**src/rtl/cpu_pkg.sv**
```systemverilog
// cpu_pkg: shared fetch-unit state encoding and default constants
package cpu_pkg;
  typedef enum logic [1:0] {IDLE, RUN, HALT} pc_state_t;
  localparam logic [31:0] RESET_PC_DEF = 32'h0000_0000;
  localparam int unsigned STEP_DEF = 4;
  localparam int unsigned ALIGN_BITS_DEF = 2;
endpackage

```
**src/rtl/pc_ras.sv**
```systemverilog
// pc_ras: circular return-address stack; overflow overwrites the oldest entry
module pc_ras #(
  parameter int unsigned WIDTH = 32,
  parameter int unsigned RAS_DEPTH = 4
) (
  input  logic             clk_i,
  input  logic             rst_i,
  input  logic             push_i,
  input  logic             pop_i,
  input  logic             swap_i,
  input  logic [WIDTH-1:0] wdata_i,
  output logic [WIDTH-1:0] top_o,
  output logic             empty_o,
  output logic             full_o
);
  localparam int unsigned PW = $clog2(RAS_DEPTH);
  localparam int unsigned CW = $clog2(RAS_DEPTH + 1);
  logic [WIDTH-1:0] r_mem [RAS_DEPTH];
  logic [PW-1:0] r_ptr;
  logic [PW-1:0] w_ptr_up;
  logic [CW-1:0] r_cnt;
  assign w_ptr_up = r_ptr + PW'(1);
  assign top_o = r_mem[r_ptr];
  assign empty_o = r_cnt == '0;
  assign full_o = r_cnt == CW'(RAS_DEPTH);
  always_ff @(posedge clk_i or posedge rst_i)
    if (rst_i) begin
      r_ptr <= '0;
      r_cnt <= '0;
    end else begin
      r_ptr <= push_i ? w_ptr_up : pop_i ? r_ptr - PW'(1) : r_ptr;
      r_cnt <= (push_i && !full_o) ? r_cnt + CW'(1) : pop_i ? r_cnt - CW'(1) : r_cnt;
    end
  // Entries need no reset: the count gates every read that matters
  always_ff @(posedge clk_i)
    if (push_i) r_mem[w_ptr_up] <= wdata_i;
    else if (swap_i) r_mem[r_ptr] <= wdata_i;
endmodule

```
**src/rtl/pc_fetch_unit.sv**
```systemverilog
// pc_fetch_unit: IF-stage fetch address generator with redirect, stall and call/return via RAS
module pc_fetch_unit import cpu_pkg::*; #(
  parameter int unsigned WIDTH = 32,
  parameter logic [WIDTH-1:0] RESET_PC = WIDTH'(RESET_PC_DEF),
  parameter int unsigned STEP = STEP_DEF,
  parameter int unsigned ALIGN_BITS = ALIGN_BITS_DEF,
  parameter int unsigned RAS_DEPTH = 4
) (
  input  logic             clk_i,
  input  logic             rst_i,
  input  logic             start_i,
  input  logic             stall_i,
  input  logic             fetch_ready_i,
  input  logic             redirect_i,
  input  logic             call_i,
  input  logic             ret_i,
  input  logic [WIDTH-1:0] target_i,
  output logic [WIDTH-1:0] pc_o,
  output logic             pc_valid_o,
  output logic             ras_empty_o,
  output logic             ras_full_o,
  output logic             misalign_o
);
  pc_state_t r_state;
  logic [WIDTH-1:0] r_pc, w_next, w_seq, w_top, w_mask;
  logic w_run, w_adv, w_do_ret, w_do_call, w_load, w_mis, w_empty;
  always_comb begin
    w_run = r_state == RUN;
    w_adv = fetch_ready_i & ~stall_i;
    w_seq = r_pc + WIDTH'(STEP);
    w_mask = (WIDTH'(1) << ALIGN_BITS) - WIDTH'(1);
    w_do_ret = w_run & ~redirect_i & w_adv & ret_i & ~w_empty;
    w_do_call = w_run & ~redirect_i & w_adv & call_i & ~w_do_ret;
    w_load = w_run & (redirect_i | w_do_ret | w_do_call);
    w_next = redirect_i ? target_i : !w_adv ? r_pc : w_do_ret ? w_top : w_do_call ? target_i : w_seq;
    w_mis = w_load & |(w_next & w_mask);
  end
  // A combined call+ret swaps the top entry instead of popping and pushing
  pc_ras #(.WIDTH(WIDTH), .RAS_DEPTH(RAS_DEPTH)) u_ras (
    .clk_i(clk_i),
    .rst_i(rst_i),
    .push_i(w_do_call),
    .pop_i(w_do_ret & ~call_i),
    .swap_i(w_do_ret & call_i),
    .wdata_i(w_seq),
    .top_o(w_top),
    .empty_o(w_empty),
    .full_o(ras_full_o)
  );
  always_ff @(posedge clk_i or posedge rst_i)
    if (rst_i) begin
      r_state <= IDLE;
      r_pc <= RESET_PC;
    end else begin
      r_state <= (r_state == IDLE && start_i) ? RUN : w_mis ? HALT : r_state;
      r_pc <= w_run ? w_next : r_pc;
    end
  assign pc_o = r_pc;
  assign pc_valid_o = r_state == RUN;
  assign misalign_o = r_state == HALT;
  assign ras_empty_o = w_empty;
endmodule

```
**config.mk**
```make
export PLATFORM = sky130hd
export DESIGN_NAME = pc_fetch_unit
export DESIGN_NICKNAME = d
export VERILOG_FILES = /design/src/rtl/cpu_pkg.sv /design/src/rtl/pc_ras.sv /design/src/rtl/pc_fetch_unit.sv
export SDC_FILE = /design/constraint.sdc
export NUM_CORES = 1
export LEC_CHECK = 0
export CAP_MARGIN = 0
export CORE_UTILIZATION = 50
export CTS_BUF_LIST = sky130_fd_sc_hd__clkbuf_4
export DETAILED_ROUTE_END_ITERATION = 6
export PLACE_DENSITY = 0.71
export SYNTH_ARGS = -nofsm -noshare
export SYNTH_HDL_FRONTEND = slang
export SYNTH_HIERARCHICAL = 1
export SYNTH_SLANG_ARGS = --single-unit
```
**constraint.sdc**
```tcl
create_clock -name clk_i -period 10.7 [get_ports clk_i]
set_clock_uncertainty 0.15 [all_clocks]
set_input_delay 2.14 -clock clk_i [delete_from_list [all_inputs] [get_ports clk_i]]
set_output_delay 2.14 -clock clk_i [all_outputs]
set_load 0.02 [all_outputs]
```
# Yosys cells after proc, flatten, opt, wreduce, memory -nomap -nowiden
# Memories as Yosys holds them, arrays and structs flattened.
# Index checks and enable logic that the tools add are counted.
# W data, S select, Z words.
# classes
add_sub_neg	5
n_mul	0
div	0
order_cmp	0
n_eq_ne	3
shifts	0
mux	18
bitwise	18
n_reduce_logical	12
# op_table
operator	count
$mux W32	5
$add A32 B3 Y32 const B	1
$reduce_or A32 Y1	1
$and A1 B1 Y1	11
$mux W2	5
$reduce_bool A2 Y1	4
$mux W1	6
$mux W3	2
$not A1 Y1	5
$add A3 B1 Y3 const B	1
$eq A3 B3 Y1 const B	1
$logic_not A3 Y1	1
$sub A3 B1 Y3 const B	1
$add A2 B1 Y2 const B	1
$eq A2 B1 Y1 const B	1
$eq A2 B2 Y1 const B	1
$logic_and A1 B1 Y1	2
$logic_not A2 Y1	1
$or A1 B1 Y1	2
$reduce_and A2 Y1	1
$reduce_or A2 Y1	1
$sub A2 B1 Y2 const B	1
$logic_not A1 Y1	1
# word_totals
regBits	39
latchBits	0
mem_bits_rw	128
romBits	0
in_bits	40
out_inout_bits	36
memories	1
# mem_list
memory	depth	word_bits	rd	rd_clocked_by_memory_dff	wr	line_no	rtl
u_ras.r_mem	4	32	1	0	1	pc_ras.sv:18	logic [WIDTH-1:0] r_mem [RAS_DEPTH];

# Longest topological paths before layout
# Gate-level depths: netlist of the first run.
# logic_depth
depth_word	15
ltp_mapped	10
depth_no_buf	8

# Hierarchy
# The synthesis of the first run kept the hierarchy.
# by_module_without_submodules
module	n_inst	cells_per_inst	area_per_inst_um2	seq_area_each_um2
pc_ras	1	208	4961.0	3968.8
pc_fetch_unit	1	418	3344.5	850.8

# Worst setup path after synthesis of the first run
# No wires, ideal clock.
# synth_path
path_type	input port to flip-flop
start	input port stall_i
end	memory u_ras.r_mem[2][0], enable pin
arrival_ns	5.544
required_ns	10.084
path_slack_ns	4.540
cell_stages	6
path_buffers	1
cell_sequence	nor3b_2 > nand4_2 > inv_1 > buf_2 > nand2_1 > o21ai_0
# synth_via
elab_chain_len	11
elab_cells_between_ends	17
# synth_rtl
item	line_no	rtl
from (decl)	pc_fetch_unit.sv:12	input logic stall_i,
$not A1 Y1 *	pc_fetch_unit.sv:29	w_adv = fetch_ready_i & ~stall_i;
$and A1 B1 Y1 *	pc_fetch_unit.sv:29	
$and A1 B1 Y1 *	pc_fetch_unit.sv:32, pc_fetch_unit.sv:33	
$and A1 B1 Y1 (2 in a row)	pc_fetch_unit.sv:32	w_do_ret = w_run & ~redirect_i & w_adv & ret_i & ~w_empty;
$not A1 Y1	pc_fetch_unit.sv:33	w_do_call = w_run & ~redirect_i & w_adv & call_i & ~w_do_ret;
$and A1 B1 Y1 *	pc_fetch_unit.sv:33	
via w_do_call	pc_fetch_unit.sv:26	logic w_run, w_adv, w_do_ret, w_do_call, w_load, w_mis, w_empty;
$mux W1	pc_ras.sv:36	if (push_i) r_mem[w_ptr_up] <= wdata_i;
$mux W1 (implied by the code)	pc_ras.sv:37	else if (swap_i) r_mem[r_ptr] <= wdata_i;
$reduce_or A32 Y1 (no source line)	--	
$mux W2 (no source line) or $mux W1 (tied branches)	--	
to (decl)	pc_ras.sv:18	
# The timed path passes the listed nets; every way through them passes the cells marked *.

# Final worst setup path of the first run
# layout_path
start	input port redirect_i
end	memory u_ras.r_mem[3][8], enable pin
# layout_via
elab_chain_len	11
elab_cells_between_ends	17
# layout_rtl
item	line_no	rtl
from (decl)	pc_fetch_unit.sv:14	input logic redirect_i,
$not A1 Y1 *	pc_fetch_unit.sv:32, pc_fetch_unit.sv:33	
$and A1 B1 Y1 * (2 in a row)	pc_fetch_unit.sv:32, pc_fetch_unit.sv:33	
$and A1 B1 Y1 (2 in a row)	pc_fetch_unit.sv:32	
$and A1 B1 Y1 or $not A1 Y1 (tied branches)	pc_fetch_unit.sv:44, pc_fetch_unit.sv:33	
$mux W1 or $and A1 B1 Y1 (tied branches)	pc_ras.sv:37, pc_fetch_unit.sv:33	
$mux W1	pc_ras.sv:36	
$mux W1 (implied by the code)	pc_ras.sv:37	
$reduce_or A32 Y1 (no source line)	--	
$mux W2 (no source line) or $mux W1 (tied branches)	--	
# Every way passes the cells marked *; elsewhere a longest branch is shown, timed or not.

==> impl_table.tex, run 1 <==
\begin{tabular}{lr}
\hline
Metric & Value \\
\hline
\multicolumn{2}{l}{\textbf{CTS}} \\
Buffer count from post-CTS setup fixing & 0 \\
Source-to-sink clock delay at the later pin of the worst-skew pair & approximately 570 ps \\
Clk slew on worst S/H paths & approximately 110 ps \\
Clock sink count & between 150 and 200 \\
Clock tree from TritonCTS & yes \\
Clock buffer count from CTS & 17 \\
Resized cells post-CTS & 0 \\
Number of buffers on the longest clock path & 2 \\
Hold\_buf cts & 0 \\
Clk root buf & sky130\_fd\_sc\_hd\_\_clkbuf\_4 \\
Deepest level of the CTS H-tree & 4 \\
\multicolumn{2}{l}{\textbf{Setup path}} \\
Setup slack of the most critical reg-to-reg path & roughly 6000 ps \\
Source of the worst register-to-register timing path & u\_ras/r\_cnt[0]\$\_DFFE\_PP0P\_ \\
FF-to-FF path depth & 6 \\
Largest fanout of any net on the critical path & 32 \\
CP Launch Type & primary input \\
Critical Path Sink & u\_ras/r\_mem[3][8]\$\_DFFE\_PP\_ \\
Nature of the critical path endpoint & register \\
Data arrival time at the worst-slack endpoint & between 5000 and 6000 ps \\
Worst Path Class, Setup & in -> reg \\
Critical path startpoint & redirect\_i \\
End of the worst register-to-register path & u\_ras/r\_mem[3][8]\$\_DFFE\_PP\_ \\
Data required time of the critical path & between 10,000 and 15,000 ps \\
\multicolumn{2}{l}{\textbf{Cells and area}} \\
Layout Area Growth over Synthesis & 14.0\% \\
Post-route cell area & 9470 sq um \\
Fin nets & between 700 and 800 \\
Fraction of layout instances using a drive strength above 1 & 0.146 \\
Final core utilization & 0.589 \\
\multicolumn{2}{l}{\textbf{Synth}} \\
Flop and latch count out of synthesis & 167 \\
Predominant post-synthesis flop cell & sky130\_fd\_sc\_hd\_\_edfxtp\_1 \\
Number of enable flip-flop cells after synthesis & $\sim$130 \\
Async set-or-reset flop fraction in the synthesized netlist & 0.234 \\
Sequential fraction of the synthesis area & 0.580 \\
Mapped Cells & between 600 and 700 \\
Post-synthesis net count & 668 \\
Post-Syn Area per Cell & around 13 sq um \\
Syn. warnings & 6 \\
Post-synthesis instance area & approximately 8300 sq um \\
Synth unique cells & slightly above 80 \\
\multicolumn{2}{l}{\textbf{STA}} \\
Achievable Freq & between 0.15 and 0.2 GHz \\
Final setup fails & 0 \\
Slew Viols, Final & 0 \\
Post-route clock period utilization & 0.552 \\
Final min period & 5900 ps \\
Final setup slack of the worst path & 4800 ps \\
Aggregate negative setup slack & 0 ps \\
RSZ-0062 raised after global routing & false \\
Number of hold violations in the final report & 0 \\
Headroom to the max-slew limit & 0.203 \\
Actual slew at the worst max-slew pin & between 1000 and 1500 ps \\
\multicolumn{2}{l}{\textbf{GRT}} \\
Congestion Overflow GR & 0 \\
Vias in the first global route & 5,830 \\
Pin count of the biggest net entering global routing & 39 \\
Wire length of the first global-routing pass & 33,600 microns \\
Total Routing Usage GR & 0.275 \\
Antenna violations before repair & 1 \\
\multicolumn{2}{l}{\textbf{Detailed routing}} \\
Total iterations of the first detailed-routing run & 7 \\
Via count & a little over 6,000 \\
Routed wire per std cell & $\sim$24 microns \\
Iteration-0 DRC Markers & 773 \\
Via count normalized by instance count & between 6 and 7 \\
Remaining antenna violation count after routing & 0 \\
Drt drc & 0 \\
Sum of routed wire length over all layers & approximately 22,000 microns \\
\multicolumn{2}{l}{\textbf{Placed design}} \\
Detailed placer's ending HPWL & between 10,000 and 15,000 microns \\
Number of I/O port buffers & 75 \\
Post-placement cell area & 9190 sq um \\
Pre-CTS setup slack & about 4300 ps \\
Weighted congestion reported at the end of routability-driven placement & around 0.92 \\
\multicolumn{2}{l}{\textbf{Floorplanning}} \\
Number of ports placed on the die boundary & 76 \\
Overall die area & roughly 17,000 sq um \\
Die extent in y & roughly 130 microns \\
Row count & 46 \\
Core area & roughly 16,000 sq um \\
Initial Util & 0.517 \\
Die W & between 100 and 150 microns \\
\multicolumn{2}{l}{\textbf{Pwr}} \\
Total power divided by cell area & slightly above 200 nW/um\^{}2 \\
Power, Total & 1.93 mW \\
Peak supply drop & approximately 0.00011 V \\
Leak & between 3 and 4 nW \\
\multicolumn{2}{l}{\textbf{Worst hold path}} \\
Worst min-delay path class & reg -> reg \\
\multicolumn{2}{l}{\textbf{Flow run}} \\
Number of violations of the max-capacitance limit & 0 \\
\multicolumn{2}{l}{\textbf{Run status}} \\
Outcome & finished, final reports clean \\
\hline
\end{tabular}
## how the worst min path moves through the flow
stage                     cells after the start                          to                       start  slack (ps)
after floorplan                               1      r_state[1]$_DFFE_PP0P_      r_state[1]$_DFFE_PP0P_         350
after global placement                        1  u_ras/r_ptr[0]$_DFFE_PP0P_  u_ras/r_ptr[0]$_DFFE_PP0P_         310
after detailed placement                      1  u_ras/r_ptr[0]$_DFFE_PP0P_  u_ras/r_ptr[0]$_DFFE_PP0P_         330
after CTS                                     1  u_ras/r_ptr[0]$_DFFE_PP0P_  u_ras/r_ptr[0]$_DFFE_PP0P_         350
after global routing                          1  u_ras/r_ptr[0]$_DFFE_PP0P_  u_ras/r_ptr[0]$_DFFE_PP0P_         380
final                                         1  u_ras/r_ptr[0]$_DFFE_PP0P_  u_ras/r_ptr[0]$_DFFE_PP0P_         360
## where the power goes
group	total, mW	switching [mW]	internal (mW)
sequential	0.940	0.115	0.825
combinational	0.623	0.356	0.267
clock	0.363	0.211	0.152
## cells in the mapped netlist (4+ instances only)
master / instances / share of area
sky130_fd_sc_hd__nand4_1: 9 / 0.0068
sky130_fd_sc_hd__o22ai_1: 7 / 0.0053
sky130_fd_sc_hd__a221oi_1: 5 / 0.0053
sky130_fd_sc_hd__o21ai_0: 29 / 0.017
sky130_fd_sc_hd__dfrtp_1: 39 / 0.12
sky130_fd_sc_hd__buf_6: 5 / 0.0068
sky130_fd_sc_hd__nand2_1: 38 / 0.017
sky130_fd_sc_hd__buf_4: 4 / 0.0036
sky130_fd_sc_hd__o221ai_1: 6 / 0.0063
sky130_fd_sc_hd__nand3b_1: 5 / 0.0045
sky130_fd_sc_hd__xor2_1: 7 / 0.0074
sky130_fd_sc_hd__a21oi_1: 21 / 0.013
sky130_fd_sc_hd__o211ai_1: 10 / 0.0090
sky130_fd_sc_hd__nand2b_1: 8 / 0.0060
sky130_fd_sc_hd__a211o_1: 4 / 0.0042
sky130_fd_sc_hd__or3_1: 6 / 0.0045
sky130_fd_sc_hd__nor3_1: 18 / 0.011
sky130_fd_sc_hd__a311oi_1: 4 / 0.0042
sky130_fd_sc_hd__nor2_1: 32 / 0.014
sky130_fd_sc_hd__mux4_2: 32 / 0.087
sky130_fd_sc_hd__inv_1: 23 / 0.010
sky130_fd_sc_hd__clkbuf_1: 14 / 0.0063
sky130_fd_sc_hd__and4_1: 4 / 0.0042
sky130_fd_sc_hd__and3_1: 4 / 0.0030
sky130_fd_sc_hd__a22oi_1: 6 / 0.0054
sky130_fd_sc_hd__xnor2_1: 18 / 0.019
sky130_fd_sc_hd__edfxtp_1: 128 / 0.46
sky130_fd_sc_hd__mux2i_1: 10 / 0.012
sky130_fd_sc_hd__nand3_1: 25 / 0.015
sky130_fd_sc_hd__a31oi_1: 5 / 0.0038
sky130_fd_sc_hd__buf_2: 16 / 0.0096
sky130_fd_sc_hd__nor2b_1: 6 / 0.0045
## metrics by stage
| step | hold WS, ps | instances |
|---|---|---|
| 5_1_grt | 378 | 917 |
| 3_3_place_gp | 310 | 884 |
| 4_1_cts | 350 | 916 |
| 6_report | 357 | 917 |
| 2_1_floorplan | 351 | 626 |
| 3_5_place_dp | 330 | 884 |
## per-layer routing
metal | up-vias | routed length (microns) | track usage
met4 | 0 | 569 | 0.112
met1 | 3056 | 9000 | 0.370
met3 | 47 | 1910 | 0.0607
met5 | - | 0 | 0
met2 | 358 | 10700 | 0.435
li1 | 2588 | - | -
## flip-flops by register name (all words and copies together), names as in the netlist
name / flops
u_ras/r_mem: 128
u_ras/r_cnt: 3
pc_o: 32
u_ras/r_ptr: 2
r_state: 2
## critical path: stages
cell                              delay (ps)
sky130_fd_sc_hd__clkdlybuf4s50_1         400
sky130_fd_sc_hd__buf_4                   260
sky130_fd_sc_hd__or3b_1                  540
sky130_fd_sc_hd__nor2_1                  840
sky130_fd_sc_hd__nand2_1                 250
sky130_fd_sc_hd__nor2_1                  130
sky130_fd_sc_hd__nor2b_1                 220
sky130_fd_sc_hd__mux2i_1                 210
sky130_fd_sc_hd__nor2b_4                 940
## layout by cell type (no fill, tap or decap), types with 7 or more instances in the layout
master	count
sky130_fd_sc_hd__o22ai_1	7
sky130_fd_sc_hd__mux2i_1	10
sky130_fd_sc_hd__inv_1	23
sky130_fd_sc_hd__clkdlybuf4s50_1	75
sky130_fd_sc_hd__nor2_1	31
sky130_fd_sc_hd__nand4_1	9
sky130_fd_sc_hd__mux4_2	32
sky130_fd_sc_hd__dfrtp_1	37
sky130_fd_sc_hd__nand2b_1	8
sky130_fd_sc_hd__nand2_1	38
sky130_fd_sc_hd__nor3_1	18
sky130_fd_sc_hd__xnor2_1	18
sky130_fd_sc_hd__clkbuf_4	23
sky130_fd_sc_hd__edfxtp_1	128
sky130_fd_sc_hd__a21oi_1	21
sky130_fd_sc_hd__nand3_1	25
sky130_fd_sc_hd__o21ai_0	28
sky130_fd_sc_hd__xor2_1	7
sky130_fd_sc_hd__buf_4	8
sky130_fd_sc_hd__o211ai_1	10
## kinds of logic (layout without fill, tap and decap cells)
group           Yosys count  count (layout)  synth area share
mux                      43              43             0.101
compound gates          143             143             0.125
other cells               0               1                 0
flops                   167             167             0.580
simple gates            182             182             0.126
fa+ha+maj                 2               2           0.00392
buf+inv                  64             138            0.0378
xor+xnor                 25              25            0.0264
## cell type report
type | instances | area (sq um)
clock buffer | 23 | 173
fill | 1242 | 6590
timing repair buffer | 83 | 811
sequential | 167 | 4820
multi-input combinational | 395 | 3200
tap | 216 | 270
clock inverter | 9 | 103
inverter | 23 | 86.3
antenna | 1 | 2.50
(Power assumes the default switching activity.)
==> inputs of run 2 (changes only) <==
==> constraint.sdc (replaced) <==
create_clock -name clk_i -period 6.1 [get_ports clk_i]
set_clock_uncertainty 0.15 [all_clocks]
set_input_delay 1.22 -clock clk_i [delete_from_list [all_inputs] [get_ports clk_i]]
set_output_delay 1.22 -clock clk_i [all_outputs]
set_load 0.02 [all_outputs]
==> impl_table.tex, run 2 (synthesis gave the netlist of run 1 again) <==
\begin{tabular}{lr}
\hline
Metric & Value \\
\hline
\multicolumn{2}{l}{\textbf{Placed design}} \\
Number of I/O port buffers & 75 \\
Weighted congestion reported at the end of routability-driven placement & between 0.9 and 1 \\
Detailed placer's ending HPWL & $\sim$15,000 microns \\
\multicolumn{2}{l}{\textbf{Cells and area}} \\
Layout Area Growth over Synthesis & 14.3\% \\
Final core utilization & 0.591 \\
FF/Latch Area & between 4000 and 5000 sq um \\
Number of filler instances in the final layout & approximately 1,300 \\
Fraction of layout instances using a drive strength above 1 & 0.151 \\
Area of combinational cells with multiple inputs & roughly 3200 sq um \\
Largest reg by FF count & u\_ras/r\_mem \\
Largest register FFs & 128 \\
Fin nets & approximately 730 \\
Most common cell after layout, fill and taps aside & sky130\_fd\_sc\_hd\_\_edfxtp\_1 \\
Commonest cells after routing, fill and taps aside & sky130\_fd\_sc\_hd\_\_edfxtp\_1, sky130\_fd\_sc\_hd\_\_clkdlybuf4s50\_1, sky130\_fd\_sc\_hd\_\_nand2\_1 \\
\multicolumn{2}{l}{\textbf{Detailed routing}} \\
Sum of routed wire length over all layers & $\sim$23,000 microns \\
Total iterations of the first detailed-routing run & 7 \\
Via count normalized by instance count & 6.48 \\
Drt drc & 2 \\
Remaining antenna violation count after routing & 0 \\
Iteration-0 DRC Markers & 692 \\
Via count & a little under 6,000 \\
Routed wire per std cell & $\sim$25 microns \\
\multicolumn{2}{l}{\textbf{GRT}} \\
Pin count of the biggest net entering global routing & 35 \\
Antenna violations before repair & 1 \\
Total Routing Usage GR & 0.281 \\
Wire length of the first global-routing pass & 34,300 microns \\
Congestion Overflow GR & 0 \\
Vias in the first global route & 5,995 \\
\multicolumn{2}{l}{\textbf{Pwr}} \\
Design internal power & roughly 2.2 mW \\
Peak supply drop & around 0.00019 V \\
Combinational group share of total power & 0.316 \\
P\_sw & roughly 1.2 mW \\
Clock network fraction of design power & 0.193 \\
Portion of total power attributed to sequential cells & 0.491 \\
Switching power share of the total & 0.361 \\
Total power divided by cell area & between 300 and 400 nW/um\^{}2 \\
Leak & approximately 3.2 nW \\
\multicolumn{2}{l}{\textbf{Flow run}} \\
Number of violations of the max-capacitance limit & 0 \\
\multicolumn{2}{l}{\textbf{Floorplanning}} \\
Die extent in y & 131 microns \\
Overall die area & 17,100 sq um \\
Row count & 46 \\
Die W & $\sim$130 microns \\
Core area & 16,100 sq um \\
Initial Util & 0.517 \\
Number of ports placed on the die boundary & between 70 and 80 \\
\multicolumn{2}{l}{\textbf{STA}} \\
Final setup fails & 0 \\
Achievable Freq & about 0.23 GHz \\
Post-route clock period utilization & 0.725 \\
Number of hold violations in the final report & 0 \\
Aggregate negative setup slack & 0 ps \\
Actual slew at the worst max-slew pin & about 1200 ps \\
Final min period & 4420 ps \\
Slew Viols, Final & 0 \\
RSZ-0062 raised after global routing & false \\
Headroom to the max-slew limit & 0.181 \\
\multicolumn{2}{l}{\textbf{Run status}} \\
Outcome & complete, but fails checks \\
Failing checks & DRC \\
\multicolumn{2}{l}{\textbf{CTS}} \\
Clock sink count & approximately 170 \\
Clk root buf & sky130\_fd\_sc\_hd\_\_clkbuf\_4 \\
Deepest level of the CTS H-tree & 4 \\
Number of buffers on the longest clock path & 2 \\
Source-to-sink clock delay at the later pin of the worst-skew pair & around 570 ps \\
Hold\_buf cts & 0 \\
Clock tree from TritonCTS & yes \\
Clock buffer count from CTS & 17 \\
Buffer count from post-CTS setup fixing & 0 \\
Clk slew on worst S/H paths & around 130 ps \\
Resized cells post-CTS & 0 \\
\multicolumn{2}{l}{\textbf{Worst hold path}} \\
Worst min-delay path class & reg -> reg \\
\multicolumn{2}{l}{\textbf{Setup path}} \\
Data required time of the critical path & slightly above 6000 ps \\
CP Launch Type & primary input \\
Nature of the critical path endpoint & register \\
Largest fanout of any net on the critical path & 32 \\
Data arrival time at the worst-slack endpoint & 4460 ps \\
Worst Path Class, Setup & in -> reg \\
\hline
\end{tabular}
[run 2: power groups by stage]
stage | sequential [mW] | combinational, mW | clock (mW)
2_1_floorplan | 1.70 | 0.624 | 0
6_report | 1.67 | 1.08 | 0.656
3_3_place_gp | 1.69 | 1.04 | 0
3_5_place_dp | 1.69 | 1.07 | 0
5_1_grt | 1.70 | 1.15 | 0.716
4_1_cts | 1.67 | 1.07 | 0.674
[run 2: layout make-up]
type / count / share of cell area
Sequential cell: 167 / 0.508
Multi-Input combinational cell: 395 / 0.337
Timing Repair Buffer: 85 / 0.0870
Tap cell: 216 / 0.0285
Clock inverter: 13 / 0.0154
Clock buffer: 19 / 0.0150
Inverter: 23 / 0.00909
Antenna cell: 1 / 0.000264
[run 2: per-layer routing]
layer	wire (microns)	track usage	up-vias	share of wire
met2	10600	0.445	345	0.47
li1	-	-	2592	-
met1	9090	0.372	2961	0.40
met5	0	0	-	0
met4	747	0.128	0	0.033
met3	2140	0.0639	55	0.095
[run 2: path summary, 6_finish.rpt]
path | to | slack, ps | from | cells past startpoint
max reg2reg | u_ras/r_mem[3][7]$_DFFE_PP_ | 1770 | r_state[1]$_DFFE_PP0P_ | 6
min reg2reg | r_state[1]$_DFFE_PP0P_ | 450 | r_state[1]$_DFFE_PP0P_ | 1
min in group asynchronous | u_ras/r_cnt[2]$_DFFE_PP0P_ | 730 | rst_i | 2
max in group asynchronous | pc_o[5]$_DFFE_PP0P_ | 4490 | rst_i | 3
max | u_ras/r_mem[3][7]$_DFFE_PP_ | 1680 | redirect_i | 6
min | r_state[1]$_DFFE_PP0P_ | 450 | r_state[1]$_DFFE_PP0P_ | 1
[run 2: per-stage QoR]
stage               power, mW  area (sq um)  std cells  hold slack [ps]  setup WS [ps]
floorplan                2.32          8310        626              351            860
global placement         2.72          9200        886              395           1300
detailed placement       2.76          9200        886              431           1130
CTS                      3.41          9490        918              460           1740
global route             3.57          9490        919              494           1500
finish                   3.40          9490        919              452           1680
[run 2: critical path: stages]
cell,delay [ps]
sky130_fd_sc_hd__clkdlybuf4s50_1,550
sky130_fd_sc_hd__nor3b_2,560
sky130_fd_sc_hd__nand4_2,410
sky130_fd_sc_hd__inv_1,500
sky130_fd_sc_hd__mux2i_1,270
sky130_fd_sc_hd__nor2b_4,940
==> patch (settings of run 2) <==
Make the reset (`rst_i`) synchronous in 2 clocked blocks.
--- a/src/rtl/pc_ras.sv
+++ b/src/rtl/pc_ras.sv
@@ -23,7 +23,7 @@
   assign top_o = r_mem[r_ptr];
   assign empty_o = r_cnt == '0;
   assign full_o = r_cnt == CW'(RAS_DEPTH);
-  always_ff @(posedge clk_i or posedge rst_i)
+  always_ff @(posedge clk_i)
     if (rst_i) begin
       r_ptr <= '0;
       r_cnt <= '0;
--- a/src/rtl/pc_fetch_unit.sv
+++ b/src/rtl/pc_fetch_unit.sv
@@ -47,7 +47,7 @@
     .empty_o(w_empty),
     .full_o(ras_full_o)
   );
-  always_ff @(posedge clk_i or posedge rst_i)
+  always_ff @(posedge clk_i)
     if (rst_i) begin
       r_state <= IDLE;
       r_pc <= RESET_PC;
Behaviour: differs if rst_i is asserted again (counterexample within 4 cycles, from zero or initial values and one cycle with rst_i high); with rst_i held inactive, the same outputs for 4 cycles.
==> patch against run 2 <==
- sequential cell count rose by 2
- non-clock buffer count up 1
- wire length is 9.8% lower
- design area shrank 3.6%
- via count shrank 4.8%
- setup slack better by 0.20 ns
- cell count fell by 3.4%
- first-iteration DRC count down 8.1%
- count of clock-buffer cells in the layout down 2
- synthesized area is 4.4% lower
Power is not compared: it rests on default switching activity, and its combinational part moved more than twofold at a synthesized area within 25%.
==> patch: results (changes against run 2) <==
* CP max stage delay at 0.92 ns (-0.02 ns)
* Clock slew at the register clock pins of the worst setup and hold paths at 0.15 ns (+0.02 ns)
* Synth cell count leaders: 128 x edfxtp_1, 41 x dfxtp_1, 40 x nand2_1
* Met3 Usage GRT at 6.80% (+0.41 points)
* Residual DRC at 0 (-2)
* Final WL at 20.3 mm (-9.8%)
* Static Leak at between 3 and 4 nW
* Seq/Total Area, Yosys at 58.8% (+0.74 points)
* Met1 WL at 8.36 mm (-8.1%)
* Met1 GRT Util at 34.9% (-2.3 points)
* Largest net degree at the start of global routing at 36 (+2.9%)
* CP Data Arrival Time at 4.27 ns (-0.19 ns)
* Finished Layout Cells at 888 (-3.4%)
* GRT Util Overall at 26.3% (-1.8 points)
* CP delay by family, top: simple AND/OR/NAND/NOR gates
* Met3 routed WL at 1.97 mm (-7.9%)
* Gpl congestion at 0.875 (-4.8%)
* Share of layout cells above drive strength 1 at 14.8% (-0.33 points)
* Initial drt markers at 636 (-8.1%)
* Max-slew headroom at 24.1% (+6.1 points)
* Met2 wire len at 9.61 mm (-9.0%)
* DP HPWL at 13.3 mm (-13%)
* Post-synth top area share at 48.4% (+2.2 points)
* Vias in the first global route at 5,609 (-6.4%)
* Mapped Cells at 594 (-5.1%)
* Vias per std cell at 6.38 (-1.5%)
* Antenna violations before repair at 0 (-1)
* Synthesized Nets at 636 (-4.8%)
* Synth unique cells at 76 (-8.4%)
* Layout Nets at 706 (-3.4%)
* Async set-reset flop share out of synthesis at 0% (-23 points)
* Largest cells by area after synthesis: edfxtp_1 48%, dfxtp_1 10%, mux4_2 9.1%
* DR top layer: met4
* ANT cells at 0 (-1)
* First-pass GRT wire length at 31.3 mm (-8.7%)
* FF-to-FF setup slack at 2.25 ns (+0.48 ns)
* Met2 usage at 41.3% (-3.1 points)
* Largest register FFs at 128 (unchanged)
* Cts repair resizes at 0 (unchanged)
* Dpl cells at 856 (-3.4%)
* DR pass1 iterations at 6 (-1)
* Status: finished, final reports clean
-- patch: logic make-up (layout without fill, tap and decap cells) --
family | count (synthesis) | count (layout) | synth area share, %
multiplexers | 46 | 46 | 10.9
XOR/XNOR | 27 | 27 | 2.98
adder cells (fa/ha/maj) | 2 | 2 | 0.410
flip-flops | 169 | 169 | 58.8
AO/OA/AOI/OAI | 137 | 137 | 12.4
AND/OR/NAND/NOR | 162 | 162 | 11.5
buffers and inverters | 51 | 134 | 3.03
-- patch: final timing paths --
path | start | to | depth (start not counted)
max | ret_i | u_ras/r_mem[3][29] | 7
min | r_state[1] | r_state[1] | 2
max reg2reg | u_ras/r_cnt[0] | u_ras/r_mem[3][29] | 7
min reg2reg | r_state[1] | r_state[1] | 2
-- patch: power groups by stage --
stage          clock network (mW)  logic [mW]  registers (mW)
4_1_cts                     0.644       0.229            1.29
3_5_place_dp                    0       0.227            1.32
2_1_floorplan                   0       0.117            1.32
5_1_grt                     0.689       0.246            1.30
6_report                    0.633       0.231            1.29
3_3_place_gp                    0       0.223            1.32
-- patch: layout make-up --
type | instances | area [µm²]
clock buffer | 17 | 128
clock inverter | 15 | 151
fill | 1190 | 6220
inverter | 16 | 60.1
multi-input combinational | 374 | 3050
sequential | 169 | 4670
tap | 211 | 264
timing repair buffer | 86 | 833
-- patch: metrics by stage --
stage / area, µm² / worst slack (ns) / utilization [%] / hold WS (ns)
after floorplan: 7940 / 1.42 / - / 0.343
after global placement: 8870 / 1.44 / 57.7 / 0.378
after detailed placement: 8870 / 1.36 / 57.7 / 0.405
after CTS: 9150 / 1.98 / 59.5 / 0.425
after global routing: 9150 / 1.71 / 59.5 / 0.458
final: 9150 / 1.87 / 59.5 / 0.424
